### src/rtl/pipeline_pkg.sv
// Shared pipeline types and encodings for the RV32I ID/EX boundary.
package pipeline_pkg;

    localparam int REG_IDX_W  = 5;
    localparam int ALU_CTRL_W = 3;

    localparam logic [1:0] RESULT_SRC_ALU = 2'b00;
    localparam logic [1:0] RESULT_SRC_MEM = 2'b01;
    localparam logic [1:0] RESULT_SRC_PC4 = 2'b10;

    typedef struct packed {
        logic                  reg_write;
        logic [1:0]            result_src;
        logic                  mem_write;
        logic                  jump;
        logic                  branch;
        logic [ALU_CTRL_W-1:0] alu_ctrl;
        logic                  alu_src;
    } id_ex_ctrl_t;

    // A bubble must not write registers, write memory or redirect the PC.
    localparam id_ex_ctrl_t BUBBLE_CTRL = '0;

endpackage

### src/rtl/id_ex_register_sat_counter.sv
// Saturating up-counter; sticks at all-ones instead of wrapping.
module sat_counter #(
    parameter int W = 32
) (
    input  logic         clk,
    input  logic         reset,
    input  logic         inc,
    output logic [W-1:0] count
);

    logic [W-1:0] count_q;
    logic [W-1:0] count_d;

    always_comb begin
        count_d = count_q;
        if (inc && (count_q != '1)) begin
            count_d = count_q + 1'b1;
        end
    end

    always_ff @(posedge clk or posedge reset) begin
        if (reset) begin
            count_q <= '0;
        end else begin
            count_q <= count_d;
        end
    end

    assign count = count_q;

endmodule

### src/rtl/id_ex_register.sv
// ID/EX pipeline register with flush > stall > load priority.
// Optional stall/flush performance counters are built when ID_EX_PERF_CNT_EN is defined.
module id_ex_register
    import pipeline_pkg::*;
#(
    parameter int DATA_W = 32,
    parameter int CNT_W  = 32
) (
    input  logic                 clk,
    input  logic                 reset,
    input  logic                 stall_i,
    input  logic                 flush_i,
    input  logic                 id_valid_i,
    input  logic [DATA_W-1:0]    id_pc_i,
    input  logic [DATA_W-1:0]    id_pc_plus4_i,
    input  logic [DATA_W-1:0]    id_rd1_i,
    input  logic [DATA_W-1:0]    id_rd2_i,
    input  logic [DATA_W-1:0]    id_imm_ext_i,
    input  logic [REG_IDX_W-1:0] id_rs1_i,
    input  logic [REG_IDX_W-1:0] id_rs2_i,
    input  logic [REG_IDX_W-1:0] id_rd_i,
    input  id_ex_ctrl_t          id_ctrl_i,
    output logic                 ex_valid_o,
    output logic [DATA_W-1:0]    ex_pc_o,
    output logic [DATA_W-1:0]    ex_pc_plus4_o,
    output logic [DATA_W-1:0]    ex_rd1_o,
    output logic [DATA_W-1:0]    ex_rd2_o,
    output logic [DATA_W-1:0]    ex_imm_ext_o,
    output logic [REG_IDX_W-1:0] ex_rs1_o,
    output logic [REG_IDX_W-1:0] ex_rs2_o,
    output logic [REG_IDX_W-1:0] ex_rd_o,
    output id_ex_ctrl_t          ex_ctrl_o,
    output logic [CNT_W-1:0]     stall_cnt_o,
    output logic [CNT_W-1:0]     flush_cnt_o
);

    logic                 valid_q, valid_d;
    logic [DATA_W-1:0]    pc_q, pc_d, pc4_q, pc4_d;
    logic [DATA_W-1:0]    rd1_q, rd1_d, rd2_q, rd2_d, imm_q, imm_d;
    logic [REG_IDX_W-1:0] rs1_q, rs1_d, rs2_q, rs2_d, rd_q, rd_d;
    id_ex_ctrl_t          ctrl_q, ctrl_d;

    always_comb begin
        valid_d = valid_q;
        pc_d    = pc_q;
        pc4_d   = pc4_q;
        rd1_d   = rd1_q;
        rd2_d   = rd2_q;
        imm_d   = imm_q;
        rs1_d   = rs1_q;
        rs2_d   = rs2_q;
        rd_d    = rd_q;
        ctrl_d  = ctrl_q;
        if (flush_i) begin
            valid_d = 1'b0;
            pc_d    = '0;
            pc4_d   = '0;
            rd1_d   = '0;
            rd2_d   = '0;
            imm_d   = '0;
            rs1_d   = '0;
            rs2_d   = '0;
            rd_d    = '0;
            ctrl_d  = BUBBLE_CTRL;
        end else if (!stall_i) begin
            valid_d = id_valid_i;
            pc_d    = id_pc_i;
            pc4_d   = id_pc_plus4_i;
            rd1_d   = id_rd1_i;
            rd2_d   = id_rd2_i;
            imm_d   = id_imm_ext_i;
            rs1_d   = id_rs1_i;
            rs2_d   = id_rs2_i;
            rd_d    = id_rd_i;
            // Data still flows for an invalid slot; only its side effects are killed.
            ctrl_d  = id_valid_i ? id_ctrl_i : BUBBLE_CTRL;
        end
    end

    always_ff @(posedge clk or posedge reset) begin
        if (reset) begin
            valid_q <= 1'b0;
            pc_q    <= '0;
            pc4_q   <= '0;
            rd1_q   <= '0;
            rd2_q   <= '0;
            imm_q   <= '0;
            rs1_q   <= '0;
            rs2_q   <= '0;
            rd_q    <= '0;
            ctrl_q  <= BUBBLE_CTRL;
        end else begin
            valid_q <= valid_d;
            pc_q    <= pc_d;
            pc4_q   <= pc4_d;
            rd1_q   <= rd1_d;
            rd2_q   <= rd2_d;
            imm_q   <= imm_d;
            rs1_q   <= rs1_d;
            rs2_q   <= rs2_d;
            rd_q    <= rd_d;
            ctrl_q  <= ctrl_d;
        end
    end

    assign ex_valid_o    = valid_q;
    assign ex_pc_o       = pc_q;
    assign ex_pc_plus4_o = pc4_q;
    assign ex_rd1_o      = rd1_q;
    assign ex_rd2_o      = rd2_q;
    assign ex_imm_ext_o  = imm_q;
    assign ex_rs1_o      = rs1_q;
    assign ex_rs2_o      = rs2_q;
    assign ex_rd_o       = rd_q;
    assign ex_ctrl_o     = ctrl_q;

`ifdef ID_EX_PERF_CNT_EN
    sat_counter #(.W(CNT_W)) u_stall_cnt (
        .clk   (clk),
        .reset (reset),
        .inc   (stall_i & ~flush_i),
        .count (stall_cnt_o)
    );

    sat_counter #(.W(CNT_W)) u_flush_cnt (
        .clk   (clk),
        .reset (reset),
        .inc   (flush_i),
        .count (flush_cnt_o)
    );
`else
    assign stall_cnt_o = '0;
    assign flush_cnt_o = '0;
`endif

endmodule

### config.mk
export PLATFORM = sky130hd
export DESIGN_NAME = id_ex_register
export DESIGN_NICKNAME = d
export VERILOG_FILES = /design/src/rtl/pipeline_pkg.sv /design/src/rtl/id_ex_register_sat_counter.sv /design/src/rtl/id_ex_register.sv
export SDC_FILE = /design/constraint.sdc
export NUM_CORES = 1
export LEC_CHECK = 0
export CAP_MARGIN = 20
export CORE_AREA = 5 5 168 170
export CTS_CLUSTER_SIZE = 25
export DETAILED_ROUTE_END_ITERATION = 12
export DIE_AREA = 0 0 173 175
export HOLD_SLACK_MARGIN = 0.1
export PLACE_DENSITY = 0.66
export SYNTH_ARGS = -nofsm -noshare
export SYNTH_HDL_FRONTEND = slang
export SYNTH_SLANG_ARGS = --single-unit
### constraint.sdc
create_clock -name clk -period 11.5 [get_ports clk]
set_input_delay 1.15 -clock clk [delete_from_list [all_inputs] [get_ports clk]]
set_output_delay 1.15 -clock clk [all_outputs]
set_load 0.005 [all_outputs]
# Word-level counts from Yosys, hierarchy flattened
# Index checks and enable logic that the tools add are counted.
[word_totals]
register_bits = 186
inputBits = 190
wordCells = 38
[op_classes]
eq_ne = 1
muxes = 21
[ops]
columns = ["operator", "n"]
rows = [
  ["32-bit 2-to-1 mux", 10],
  ["10-bit 2-to-1 mux", 3],
  ["5-bit 2-to-1 mux", 6],
  ["1-bit 2-to-1 mux", 2],
  ["2-bit by 1-bit inequality test with 1-bit output, second input constant", 1],
]

# Depth between registers and ports, before layout
[depth]
depth_word = 3
depth_mapped = 5
ltp_nobuf = 2

# Least setup slack after synthesis
# Ideal clock, no wire load.
[synth_path]
path_type = "input to register"
startpoint = "input port stall_i"
endpoint = "register imm_q[0] (netlist: ex_imm_ext_o[0])"
setup_ns = 0.132
t_arrival_ns = 1.815
t_required_ns = 11.368
slack_ns = 9.553
path_stages = 5
n_path_buf = 3
path_cell_list = "buf_4 buf_12 buf_12 mux2i_1 nor2_1"
[synth_between]
elab_chain_len = 1
[synth_rtl]
columns = ["item", "line_no", "rtl"]
rows = [
  ["start: declaration", "id_ex_register.sv:11", "input logic stall_i,"],
  ["2-bit by 1-bit inequality test with 1-bit output (no line)", "--", ""],
  ["end signal: assignment", "id_ex_register.sv:98", "imm_q <= imm_d;"],
  ["end: declaration", "id_ex_register.sv:39", "logic [DATA_W-1:0] rd1_q, rd1_d, rd2_q, rd2_d, imm_q, imm_d;"],
]
# No other way between the ends.
# A chain may end at the register's enable or synchronous reset.

# Worst setup path in the final report
[layout_path]
startpoint = "input port stall_i"
endpoint = "register ctrl_q, in the netlist ex_ctrl_o[6]"
[layout_between]
elab_chain_len = 1
[layout_rtl]
columns = ["item", "line_no", "rtl"]
rows = [
  ["2-bit by 1-bit inequality test with 1-bit output (no line)", "--", ""],
  ["end signal: assignment", "id_ex_register.sv:102", "ctrl_q <= ctrl_d;"],
  ["end: declaration", "id_ex_register.sv:41", "id_ex_ctrl_t ctrl_q, ctrl_d;"],
]
# No other way between the ends.

==> metrics.txt <==
outcome=finished clean; synthesized area=8100 um^2; DR iter-0 viols=roughly 320; initial antenna violation count=0; # nets final=about 1200; Worst setup EP type=flip-flop; Cells after Synth=between 600 and 700; clock sink count=roughly 190; Vert. Die Dim=approximately 180 um; f_max=between 300 and 400 MHz; Slew @ Worst Pin=about 1.0 ns; grt total ovfl=0; area leader, netlist=dfrtp_1; H-tree levels=4; Routed WL=between 20000 and 25000 um; max cap viols=0; Min-Delay Path Class=reg -> reg; count leader, synth=dfrtp_1; clock latency on the worst-skew pair=roughly 0.41 ns; Antenna Cells=0; kind of critical path=in -> reg; worst path required time=11.80 ns; clock slew at reported path FFs=~0.06 ns; Post-Route Setup TNS=0 ns; final setup violation count=0; share of cells above drive strength 1=slightly below 4%; I/O Buffers=approximately 380; vias=about 5800; crit start category=input pin; Final period util=around 29%; vias in the first global route=6024; # IOs=440; critical path arrival=3.60 ns; core box area=between 20000 and 30000 um^2; sequential share of the synthesized area=between 50% and 60%; Yosys reg bits=~190; number of synthesized flops with an enable pin=0; Mapped Avg Cell Area=roughly 12 um^2; min cycle time layout=between 3 and 4 ns; P&R area growth vs syn=51.5%; detailed-route DRC error count=0; Yosys top cell area share=around 57%; cts repair resizes=0; Most used DFF post-synth=dfrtp_1; Leakage=5.80 nW; Final Skew=0 ns; Hold Path Cell Cnt=1; post-DR wirelength/cell=17.6 um; CTS tree=yes; count of cell types in the netlist=14; Rows=60; top post-synthesis cells by count=186 x dfrtp_1, 176 x mux2i_1, 176 x nor2_1, 68 x buf_4, 11 x buf_12; remaining antenna violation count after routing=0; Rel. slew slack=about a third; total design power=~0.0016 W; Synth area leaders=dfrtp_1 57%, mux2i_1 22%, nor2_1 8.2%, buf_4 6.3%, buf_12 2.7%; DIE WIDTH=about 170 um; pwr dens=128 nW/um^2; largest net degree at the start of global routing=94; Vias/cell=around 4.2; Final Hold Vio Count=0; worst r2r path cells=2; clock tree root buffer cell=clkbuf_16; postcts setup bufs=0; first-pass GRT wire length=36300 um; final slew viol count=0; TritonCTS Buffers=17; First-pass DRT Iterations=4; post-detail-place hpwl=approximately 17000 um; Worst IR Drop VDD=0.0741 mV; RSZ-0062 raised after global routing=no; CTS max path bufs=2; starting density of the core=30.5%; CTS Hold Bufs=0; GRT Total Usage=~15%; post-synthesis async set-or-reset flop share=100%; RD Place Congestion=roughly 0.79; die area=slightly above 30000 um^2; Ys Warns=0; largest fanout on the critical path=68
## final timing paths
check	end	start	slack (ns)
max	ex_ctrl_o[6]$_DFFE_PP0P_	stall_i	8.20
min	ex_ctrl_o[4]$_DFFE_PP0P_	ex_ctrl_o[4]$_DFFE_PP0P_	0.50
max reg2reg	ex_imm_ext_o[22]$_DFFE_PP0P_	ex_imm_ext_o[22]$_DFFE_PP0P_	10.75
min reg2reg	ex_ctrl_o[4]$_DFFE_PP0P_	ex_ctrl_o[4]$_DFFE_PP0P_	0.50
max in group asynchronous	ex_imm_ext_o[9]$_DFFE_PP0P_	reset	9.02
min in group asynchronous	ex_rd2_o[30]$_DFFE_PP0P_	reset	1.18
## sequential cells by signal, summed over array words and instances (netlist names)
register and flops:
ex_rd1_o 32, ex_pc_o 32, ex_ctrl_o 10, ex_valid_o 1
ex_imm_ext_o 32, ex_pc_plus4_o 32, ex_rd_o 5, ex_rd2_o 32
ex_rs2_o 5, ex_rs1_o 5
## where the power goes
part / internal, W / total, W / switching (W) / leakage [nW]
registers: 0.000690 / 0.000709 / 0.0000192 / 2.47
logic: 0.000154 / 0.000255 / 0.000101 / 3.03
clock network: 0.000313 / 0.000608 / 0.000295 / 0.294
total: 0.00116 / 0.00157 / 0.000415 / 5.80
## final cells by class
type / count / area, um^2
Inverter: 2 / 12.5
Fill cell: 2504 / 14300
Sequential cell: 186 / 4650
Multi-Input combinational cell: 428 / 2780
Clock inverter: 15 / 180
Timing Repair Buffer: 380 / 3790
Tap cell: 341 / 427
Clock buffer: 17 / 425
## cell families (layout without fill, tap and decap cells)
| group | after synthesis | in the layout | share of synthesized area (%) |
|---|---|---|---|
| compound gates | 10 | 10 | 1.24 |
| buf+inv | 108 | 414 | 11.1 |
| simple gates | 178 | 178 | 8.32 |
| flops | 186 | 186 | 57.5 |
| other cells | 1 | 64 | 0.0463 |
| mux | 176 | 176 | 21.8 |
## worst max-delay path, cell delays in order
cell and delay, ns:
buf_8 0.50, buf_4 0.86, clkinv_1 0.54, a32o_1 0.38
## per-stage QoR
step	instance area [um^2]	worst slack, ns	util [%]	instances	hold slack, ns
final	12300	8.20	46.2	1369	0.498
after global routing	12300	8.08	46.2	1369	0.515
after CTS	12300	8.25	46.2	1369	0.499
after detailed placement	11700	7.81	43.9	1337	0.484
after global placement	11700	7.83	43.9	1337	0.484
after floorplan	8330	5.29	-	722	0.489
## per-layer routing
layer / vias to the layer above / track usage, % / share of wire [%]
li1: 2763 / - / -
met1: 2767 / 18.9 / 41
met2: 229 / 25.6 / 50
met3: 32 / 4.18 / 6.5
met4: 0 / 5.29 / 2.4
met5: - / 0 / 0
## layout by cell type (no fill, tap or decap)
master           Yosys  final
clkbuf_16            0     17
clkinv_1             1      1
clkinv_2             0      1
buf_8                5      1
mux2i_1            176    176
nor2_1             176    176
clkinvlp_4           0      1
inv_6                0      4
clkdlybuf4s50_1      0    373
clkinv_4             0      2
a32o_1              10     10
inv_8                0      4
conb_1               1     64
nor2b_1              2      2
buf_4               68      6
bufinv_16            0      1
dfrtp_1            186    186
clkinv_8             0      3
Power figures use the tool's default switching activity.
